File: src/rtl/twiddle_sequencer_16_if.sv
// twiddle_sequencer_16_if: valid/ready twiddle stream from sequencer to butterfly datapath
interface twiddle_sequencer_16_if #(
  parameter int N     = 16,
  parameter int WIDTH = 16
);
  localparam int LOG2N = $clog2(N);
  logic                     tw_valid;
  logic                     tw_ready;
  logic signed [WIDTH-1:0]  tw_re;
  logic signed [WIDTH-1:0]  tw_im;
  logic [$clog2(LOG2N)-1:0] tw_stage;
  logic [LOG2N-2:0]         tw_idx;
  logic                     tw_last;
  modport master (output tw_valid, tw_re, tw_im, tw_stage, tw_idx, tw_last, input tw_ready);
  modport slave  (input tw_valid, tw_re, tw_im, tw_stage, tw_idx, tw_last, output tw_ready);
endinterface

File: src/rtl/twiddle_sequencer_16.sv
// twiddle_sequencer_16: walks a radix-2 DIT schedule, addresses the twiddle ROM and streams saturated factors
module twiddle_sequencer_16 #(
  parameter int N     = 16,
  parameter int WIDTH = 16
) (
  input  logic                    clk,
  input  logic                    rst,
  input  logic                    start,
  input  logic                    inv,
  output logic [$clog2(N)-2:0]    rom_addr,
  input  logic signed [WIDTH-1:0] rom_re,
  input  logic signed [WIDTH-1:0] rom_im,
  twiddle_sequencer_16_if.master  tw,
  output logic                    busy,
  output logic                    done
);
  localparam int LOG2N = $clog2(N);
  localparam int IW    = LOG2N - 1;
  localparam int SW    = $clog2(LOG2N);
  localparam logic signed [WIDTH-1:0] MAXV = {1'b0, {(WIDTH-1){1'b1}}};
  localparam logic signed [WIDTH-1:0] MINV = {1'b1, {(WIDTH-1){1'b0}}};
  localparam logic [SW-1:0] LAST_STAGE = SW'(LOG2N - 1);
  localparam logic [IW-1:0] LAST_IDX   = '1;
  typedef enum logic [1:0] {IDLE, RUN, FLUSH} state_t;
  state_t                  state, state_n;
  logic [SW-1:0]           stage;
  logic [IW-1:0]           idx, mask;
  logic                    inv_q, accept, load, final_item, flush_ack;
  logic signed [WIDTH-1:0] re_n, im_n;
  assign busy = state != IDLE;
  always_ff @(posedge clk)
    if (rst) state <= IDLE;
    else     state <= state_n;
  // cos(0) = +1.0 and -(-1.0) do not fit Q1.(WIDTH-1), so both clip to the largest positive code
  always_comb begin
    mask       = IW'((1 << stage) - 1);
    rom_addr   = (idx & mask) << (IW - int'(stage));
    re_n       = (rom_addr == '0) ? MAXV : rom_re;
    im_n       = !inv_q ? rom_im : (rom_im == MINV) ? MAXV : -rom_im;
    accept     = state == IDLE && start && !done;
    load       = state == RUN && (!tw.tw_valid || tw.tw_ready);
    final_item = stage == LAST_STAGE && idx == LAST_IDX;
    flush_ack  = state == FLUSH && tw.tw_valid && tw.tw_ready;
    state_n    = accept ? RUN : (load && final_item) ? FLUSH : flush_ack ? IDLE : state;
  end
  always_ff @(posedge clk)
    if (rst) begin
      stage       <= '0;
      idx         <= '0;
      inv_q       <= 1'b0;
      done        <= 1'b0;
      tw.tw_valid <= 1'b0;
      tw.tw_re    <= '0;
      tw.tw_im    <= '0;
      tw.tw_stage <= '0;
      tw.tw_idx   <= '0;
      tw.tw_last  <= 1'b0;
    end else begin
      done <= flush_ack;
      if (accept) begin
        inv_q <= inv;
        stage <= '0;
        idx   <= '0;
      end
      if (load) begin
        tw.tw_valid <= 1'b1;
        tw.tw_re    <= re_n;
        tw.tw_im    <= im_n;
        tw.tw_stage <= stage;
        tw.tw_idx   <= idx;
        tw.tw_last  <= final_item;
        idx         <= idx + IW'(1);
        if (idx == LAST_IDX) stage <= stage + SW'(1);
      end
      if (flush_ack) tw.tw_valid <= 1'b0;
    end
endmodule

File: src/flat_wrapper.sv
// flat-port wrapper written by rule: the top's interface ports become plain ports
module twiddle_sequencer_16_flat 
#(
  parameter int N     = 16,
  parameter int WIDTH = 16
)
  (clk, rst, start, inv, rom_addr, rom_re, rom_im, busy, done, tw_tw_valid, tw_tw_re, tw_tw_im, tw_tw_stage, tw_tw_idx, tw_tw_last, tw_tw_ready);
  twiddle_sequencer_16_if #(.N(N), .WIDTH(WIDTH)) tw_i ();
  input  logic clk;
  input  logic rst;
  input  logic start;
  input  logic inv;
  output logic [$clog2(N)-2:0] rom_addr;
  input  logic signed [WIDTH-1:0] rom_re;
  input  logic signed [WIDTH-1:0] rom_im;
  output logic busy;
  output logic done;
  output wire logic [$bits(tw_i.tw_valid)-1:0] tw_tw_valid;
  output wire logic [$bits(tw_i.tw_re)-1:0] tw_tw_re;
  output wire logic [$bits(tw_i.tw_im)-1:0] tw_tw_im;
  output wire logic [$bits(tw_i.tw_stage)-1:0] tw_tw_stage;
  output wire logic [$bits(tw_i.tw_idx)-1:0] tw_tw_idx;
  output wire logic [$bits(tw_i.tw_last)-1:0] tw_tw_last;
  input wire logic [$bits(tw_i.tw_ready)-1:0] tw_tw_ready;
  assign tw_tw_valid = tw_i.tw_valid;
  assign tw_tw_re = tw_i.tw_re;
  assign tw_tw_im = tw_i.tw_im;
  assign tw_tw_stage = tw_i.tw_stage;
  assign tw_tw_idx = tw_i.tw_idx;
  assign tw_tw_last = tw_i.tw_last;
  assign tw_i.tw_ready = tw_tw_ready;
  twiddle_sequencer_16 #(.N(N), .WIDTH(WIDTH)) u_core (.clk(clk), .rst(rst), .start(start), .inv(inv), .rom_addr(rom_addr), .rom_re(rom_re), .rom_im(rom_im), .tw(tw_i), .busy(busy), .done(done));
endmodule
File: config.mk
export PLATFORM = sky130hd
export DESIGN_NAME = twiddle_sequencer_16_flat
export DESIGN_NICKNAME = d
export VERILOG_FILES = /design/src/rtl/twiddle_sequencer_16_if.sv /design/src/rtl/twiddle_sequencer_16.sv /design/src/flat_wrapper.sv
export SDC_FILE = /design/constraint.sdc
export NUM_CORES = 1
export LEC_CHECK = 0
export ABC_AREA = 1
export CAP_MARGIN = 20
export CORE_MARGIN = 2
export CORE_UTILIZATION = 49
export DETAILED_ROUTE_END_ITERATION = 16
export PLACE_DENSITY = 0.86
export SLEW_MARGIN = 25
export SYNTH_ARGS = -nofsm -noshare
export SYNTH_HDL_FRONTEND = slang
export SYNTH_SLANG_ARGS = --single-unit
File: constraint.sdc
create_clock -name clk -period 3.2 [get_ports clk]
set_input_delay 0.32 -clock clk [delete_from_list [all_inputs] [get_ports clk]]
set_output_delay 0.32 -clock clk [all_outputs]
set_load 0.005 [all_outputs]
Yosys cells after proc, flatten, opt, wreduce, memory -nomap -nowiden

Index checks and enable logic that the tools add are counted.
Widths: inputs -> output; s select.

Output and inout port bits: 44
Logic and storage cells: 54
Input port bits: 37
Flip-flop bits (word level): 48

Equality and inequality tests: 5
Reduce and logical (&&, ||, !) cells: 18
Muxes and demuxes: 11
Bitwise logic cells: 1
Add/subtract/negate cells: 5
Shift-type cells: 2

Operators with widths:

| kind                 | count |
|---|---|
| $mux 16              | 3 |
| $shl 3x32->3         | 1 |
| $eq 16x16->1 const B | 1 |
| $neg 16->16          | 1 |
| $mux 2               | 5 |
| $logic_and 1x1->1    | 7 |
| $mux 3               | 2 |
| $reduce_bool 2->1    | 3 |
| $eq 2x2->1 const B   | 2 |
| $reduce_or 2->1      | 2 |
| $add 3x1->3 const B  | 1 |
| $and 3x3->3          | 1 |
| $eq 3x3->1 const B   | 1 |
| $logic_not 3->1      | 1 |
| $reduce_bool 3->1    | 1 |
| $shl 1x2->3 const A  | 1 |
| $sub 2x2->3 const A  | 1 |
| $sub 3x2->3 const B  | 1 |
| $add 2x1->2 const B  | 1 |
| $eq 2x1->1 const B   | 1 |
| $logic_not 1->1      | 2 |
| $logic_not 2->1      | 1 |
| $logic_or 1x1->1     | 1 |
| $mux 1               | 1 |

Depth between registers and ports, before layout

Depth in word-level cells: 6
Gate-level depth with buffers: 10
Gate-level depth less buffers: 10

Least setup slack after synthesis

No wires, ideal clock.

Kind: reg-to-reg
From: register u_core.stage[0]
To: register u_core.tw.tw_re[11]
Setup time: 0.070 ns
Cell stages (with the launch flop): 11
Path buffers: 1
Slack: 1.723 ns
Clock period less this slack: 1.477 ns
Data arrival time: 1.407 ns
Cell sequence: dfxtp_1 inv_2 ha_1 inv_1 nand2_1 nand3_1 nand2_1 nand2_1 nand3_2 buf_4 a21oi_1

Word-level cells in the longest chain between the ends: 6
Elaborated cells on any way between the ends: 7
Those cells by class: add/sub: 2; shift: 2; mux: 1; bitwise: 1; reduce/logical: 1

Ends and longest elaborated chain:

| what                   | RTL line                      | RTL |
|---|---|---|
| from (decl)            | twiddle_sequencer_16.sv:26    | `logic [SW-1:0] stage;` |
| from (signal assigned) | twiddle_sequencer_16.sv:73    | `if (idx == LAST_IDX) stage <= stage + SW'(1);` |
| $shl 1x2->3            | twiddle_sequencer_16.sv:36    | `mask = IW'((1 << stage) - 1);` |
| $sub 3x2->3            | twiddle_sequencer_16.sv:36    |  |
| $and 3x3->3            | twiddle_sequencer_16.sv:37    | `rom_addr = (idx & mask) << (IW - int'(stage));` |
| $shl 3x32->3 (*)       | twiddle_sequencer_16.sv:37    |  |
| $logic_not 3->1 (*)    | twiddle_sequencer_16.sv:38    | `re_n = (rom_addr == '0) ? MAXV : rom_re;` |
| $mux 16 (*)            | twiddle_sequencer_16.sv:38    |  |
| to (signal assigned)   | twiddle_sequencer_16.sv:67    | `tw.tw_re <= re_n;` |
| to (decl)              | twiddle_sequencer_16_if.sv:14 | `modport master (output tw_valid, tw_re, tw_im, tw_stage, tw_idx, tw_last, input tw_ready);` |

Every way passes the cells marked *; elsewhere a longest branch is shown, timed or not.
A chain may end at the register's enable or synchronous reset.

Worst setup path after layout

From: register u_core.stage[0]
To: output rom_addr[2]

Word-level cells in the longest chain between the ends: 4
Elaborated cells on any way between the ends: 5
Those cells by class: add/sub: 2; shift: 2; bitwise: 1

Ends and longest elaborated chain:

| what             | RTL line                   | RTL |
|---|---|---|
| $shl 1x2->3      | twiddle_sequencer_16.sv:36 |  |
| $sub 3x2->3      | twiddle_sequencer_16.sv:36 |  |
| $and 3x3->3      | twiddle_sequencer_16.sv:37 |  |
| $shl 3x32->3 (*) | twiddle_sequencer_16.sv:37 |  |
| to (decl)        | flat_wrapper.sv:13         | `output logic [$clog2(N)-2:0] rom_addr;` |

Marks and branches as above.

==> flow_summary.yaml <==
status:
  status: "finished, final reports clean"
routing:
  drtAntennaViolNets: 0
  viasPerCell: 5.05
  drcViolationCount: 0
  vias: 2326
  wl_per_cell_um: 11.9
  dr.pass1.iters: 4
  drt_iter0_drc: 117
  routed_wl_um: 5470
grt:
  grtUsageTotal_pct: 21.2
  gr-total-overflow: 0
  grt_pass1_wl_um: 8980
  grt_max_degree: 44
  first_global_vias: 1994
  antenna_found_initial: 0
finish:
  syn_to_final_growth_pct: 39.7
  diodes: 0
  regArea_um2: 961
  multiInputGateArea_mm2: 0.00116
  drive_gt1_share_pct: 6.14
  n_fill_cell: 394
  layout_common_cells: "clkdlybuf4s50_1 (80), nor2_1 (62), nand2_1 (57)"
  layout.nets: 449
  final_common_cell: "clkdlybuf4s50_1"
sta:
  setup_violations: 0
  slew_headroom_pct: 51.3
  worstMarginPinSlew_ns: 0.729
  fin_worst_skew_ns: 0.00490
  setup-tns-final_ns: 0
  period_needed_ns: 2.36
  period_share_pct: 73.6
  hold_viol: 0
  slew_viol_final: 0
  rsz0062_at_grt: "false"
  max_freq_mhz: 425
cts:
  cts_tree: "built"
  ctsResizeCount: 0
  cts_sinks: 48
  cts_buffers: 5
  clkLatencyLatePin_ns: 0.30
  clockBufferDepth: 2
  hold_buffers: 0
  postCtsSetupRepairBufs: 0
  cts_max_level: 2
  clkTransAtPathRegs_ns: 0.08
  clock-root-buffer: "clkbuf_8"
floorplan:
  num_rows: 25
  dieArea_mm2: 0.00533
  io_pins: 81
  core_area_mm2: 0.00466
  start_util_pct: 50.1
  die_h_um: 73.0
  die_w_um: 73.0
worst_setup_path:
  path_max_fanout: 7
  crit_type: "register to output port"
  crit_path_end_kind: "output port"
  crit_family: "buffers and inverters"
  required_ns: 2.88
  worstPathCellList: "inv_2 > ha_1 > nand2_1 > nand3_1 > nand2_1 > nand2_1 > o21ai_0 > clkdlybuf4s50_1"
  cp_num_buf_inv: 2
  critPathLaunchType: "register"
  crit_top_cell: "nand2_1"
  slowest_delay_ns: 0.52
  worst-endpoint-arrival_ns: 2.04
  cp_slowest_cell: "clkdlybuf4s50_1"
synth:
  synthFlopType: "dfxtp_1"
  netlist_area_mm2: 0.00233
  synth_edf_count: 0
  syn_inst: 331
  syn_area_per_cell_um2: 7.05
  yosysUniqueCellTypes: 29
  async_reset_ff_share_pct: 0
  yosysWarningCount: 0
  ys_seq_elements: 48
  syn-num-nets: 374
  seq_area_frac_synth_pct: 41.2
power:
  p_leak_nw: 1.41
  fin_total_pwr_mw: 1.44
  peakVddDrop_v: 0.000228
  power_density_mw_per_mm2: 443
place:
  place.gp.congestion: 0.854
  post-dp-hpwl_um: 4020
  io_buffers: 80
min_path:
  hp-class: "register to register"
job:
  maxCapViolCount: 0
[final cells by class]
class	count	share of cell area, %
multi-input combinational	236	35.7
sequential	48	29.5
timing repair buffer	82	25.0
inverter	33	3.88
clock buffer	7	2.95
tap	54	2.07
clock inverter	1	0.921
[worst reg2reg max path: stages, from the launching register on]
cell     delay, ns
dfxtp_1       0.47
inv_2         0.11
ha_1          0.22
inv_1         0.07
nand2_1       0.05
nand3_1       0.09
nand2_1       0.06
nand2_1       0.09
nand3_2       0.29
nand2_1       0.14
a21oi_1       0.07
[kinds of logic after synthesis]
kind of cell / synth area share [%]
and+or+nand+nor: 25.2
AOI/OAI and AO/OA: 18.4
DFF: 41.2
buffers and inverters: 8.95
xor gates and xnor gates: 3.00
adders and majority gates: 3.22
[per-layer routing]
metal	global-route usage (%)	up-vias	wire (um)
met5	0	-	0
met4	7.20	0	78
met1	27.9	1027	2420
met2	34.1	82	2610
met3	4.97	6	360
li1	-	1211	-
[synth_stat cells (5+ instances only)]
| library cell | instances | area share (%) |
|---|---|---|
| a21oi_1 | 32 | 6.9 |
| buf_2 | 5 | 1.1 |
| dfxtp_1 | 48 | 41 |
| ha_1 | 6 | 3.2 |
| inv_1 | 29 | 4.7 |
| nand2_1 | 57 | 9.2 |
| nand3_1 | 14 | 3.0 |
| nor2_1 | 62 | 10 |
| o21ai_0 | 38 | 8.2 |
| xnor2_1 | 5 | 1.9 |
[report_power, final]
group | total (mW) | switching, mW | internal [mW]
Sequential | 0.676 | 0.0314 | 0.645
Clock | 0.469 | 0.194 | 0.276
Combinational | 0.299 | 0.134 | 0.165
[path summary, 6_finish.rpt]
check,startpoint,endpoint,slack [ns],cells after the start
max,u_core.stage[0]$_SDFF_PP0_,rom_addr[2],0.84,8
min,u_core.tw.tw_last$_SDFFE_PP0P_,u_core.tw.tw_last$_SDFFE_PP0P_,0.47,2
max reg2reg,u_core.stage[0]$_SDFF_PP0_,u_core.tw.tw_re[15]$_SDFFE_PP0P_,1.42,10
min reg2reg,u_core.tw.tw_last$_SDFFE_PP0P_,u_core.tw.tw_last$_SDFFE_PP0P_,0.47,2
[state kept, by name, summed over array words and instances, names as in the netlist]
name / count
u_core.tw.tw_stage: 2
u_core.idx: 3
u_core.tw.tw_re: 16
u_core.inv_q: 1
u_core.stage: 2
u_core.tw.tw_im: 16
u_core.tw.tw_last: 1
u_core.done: 1
u_core.state: 2
u_core.tw.tw_idx: 3
u_core.tw.tw_valid: 1
[metrics by stage]
step	util (%)	instances	area (um2)	worst slack (ns)	hold WS, ns
after global routing	70.0	461	3260	0.701	0.510
final	70.0	461	3260	0.845	0.467
after floorplan	-	331	2330	1.72	0.445
after CTS	70.0	461	3260	0.855	0.470
after global placement	67.2	453	3130	1.07	0.457
after detailed placement	67.2	453	3130	1.03	0.457
Note: power is estimated with default switching activity, not from simulation.
==> variant: new RTL, same flow settings <==
`WIDTH` is set to 16 in 3 places; all go to 32.
--- a/src/rtl/twiddle_sequencer_16_if.sv
+++ b/src/rtl/twiddle_sequencer_16_if.sv
@@ -1,7 +1,7 @@
 // twiddle_sequencer_16_if: valid/ready twiddle stream from sequencer to butterfly datapath
 interface twiddle_sequencer_16_if #(
   parameter int N     = 16,
-  parameter int WIDTH = 16
+  parameter int WIDTH = 32
 );
   localparam int LOG2N = $clog2(N);
   logic                     tw_valid;
--- a/src/rtl/twiddle_sequencer_16.sv
+++ b/src/rtl/twiddle_sequencer_16.sv
@@ -1,7 +1,7 @@
 // twiddle_sequencer_16: walks a radix-2 DIT schedule, addresses the twiddle ROM and streams saturated factors
 module twiddle_sequencer_16 #(
   parameter int N     = 16,
-  parameter int WIDTH = 16
+  parameter int WIDTH = 32
 ) (
   input  logic                    clk,
   input  logic                    rst,
--- a/src/flat_wrapper.sv
+++ b/src/flat_wrapper.sv
@@ -2,7 +2,7 @@
 module twiddle_sequencer_16_flat 
 #(
   parameter int N     = 16,
-  parameter int WIDTH = 16
+  parameter int WIDTH = 32
 )
   (clk, rst, start, inv, rom_addr, rom_re, rom_im, busy, done, tw_tw_valid, tw_tw_re, tw_tw_im, tw_tw_stage, tw_tw_idx, tw_tw_last, tw_tw_ready);
   twiddle_sequencer_16_if #(.N(N), .WIDTH(WIDTH)) tw_i ();
Interface: changed (resized rom_im, rom_re, tw_tw_im and tw_tw_re); port bits go from 81 to 145. The function was not compared with the original's and may differ.
==> variant against the original RTL <==
  * Power increased by 73%
  * Sequential cell count increased by 32
  * Cell area increased by 76%
  * Setup slack got worse by 0.15 ns
  * Area after synthesis increased by 74%
  * Sequential share of layout area decreased by 1.6 points
  * Routed wire length increased by 120%
  * Critical path depth decreased by 1
==> variant: results <==
group,metric,value,unit
critical_path,r2r_slack,1.25,ns
routing,drt_iter0_markers,275,
placed_design,place_area,5540,um2
global_routing,grt_pass1_vias,4189,
final_layout,layout.nonclk_buf_share,26.0,%
power_and_ir_drop,p_seq,1.13,mW
power_and_ir_drop,peakVddDrop,247,uV
global_routing,grt_max_degree,48,
final_layout,multi_input_comb_cells,423,
final_layout,n_all_inverters,61,
timing,tightest_slew,0.616,ns
final_layout,buffers,151,
synthesis,synthTopCellsByCount,"nand2_1 (95), nor2_1 (94), dfxtp_1 (80), o21ai_0 (70), a21oi_1 (63)",
routing,met2_length,5720,um
final_layout,drive_gt1_share,6.98,%
routing,dr.pass1.iters,5,
power_and_ir_drop,p_comb_share,23.5,%
timing,hold_ws,0.480,ns
placed_design,post-place-ws,1.06,ns
clock_network,clk_latency,0.36,ns
placed_design,dp_hpwl,9100,um
final_layout,multi_input_area,2070,um2
timing,period_minus_slack,2.50,ns
synthesis,synth_fa_ha_area_share,1.54,%
placed_design,finalWeightedCongestion,1.01,
synthesis,synthesis.instances,593,
routing,dr_wl_met3,990,um
synthesis,ys_seq_area_share,39.4,%
final_layout,seqCellArea,1600,um2
synthesis,synth-compound-area-share,20.4,%
synthesis,ys_types,34,
status,status,"finished, final reports clean",
power_and_ir_drop,p_sw,0.738,mW
routing,routed_wl,12100,um
global_routing,grt_pass1_wl,19300,um
power_and_ir_drop,leakage,2.44,nW
routing,wl_met1,5040,um
clock_network,clock-sinks,80,
placed_design,dp.cells,820,
final_layout,finalNonFillerCells,836,
critical_path,r2r_cells,9,
clock_network,clock_path_buffers,2,
synthesis,synth.area.top_cells,"dfxtp_1 (39%), nand2_1 (8.8%), nor2_1 (8.7%), o21ai_0 (8.6%), a21oi_1 (7.8%)",
synthesis,syn_nets,667,
final_layout,nFillCells,629,
clock_network,cts_resized,0,
global_routing,track_usage,27.1,%
final_layout,post-route-util,70.6,%
clock_network,numCtsBuffers,9,
power_and_ir_drop,switching_share,29.5,%
synthesis,synthXorXnorAreaFrac,2.16,%
final_layout,largestRegisters,"u_core.tw.tw_im: 32 flops, u_core.tw.tw_re: 32 flops",
clock_network,htree_num_levels,3,
variant: cell types whose count changed after synthesis, moves of 7 or more:
| cell | change |
|---|---|
| o21ai_0 | +32 |
| o211ai_1 | +12 |
| nand2_1 | +38 |
| nor2_1 | +32 |
| dfxtp_1 | +32 |
| xor2_1 | +7 |
| inv_1 | +27 |
| nand3_1 | +12 |
| a21oi_1 | +31 |
| clkbuf_1 | +9 |
variant: per-layer routing:
layer / vias up / global-route usage (%)
met5: - / 0
met4: 0 / 11.7
met3: 36 / 6.01
met2: 211 / 45.3
met1: 2008 / 33.5
li1: 2197 / -
variant: worst paths after layout:
path	start	end
hold reg to reg	u_core.tw.tw_last	u_core.tw.tw_last
setup / recovery	u_core.stage[1]	rom_addr[2]
setup reg to reg	u_core.stage[1]	u_core.tw.tw_re[31]
hold / removal	u_core.tw.tw_last	u_core.tw.tw_last
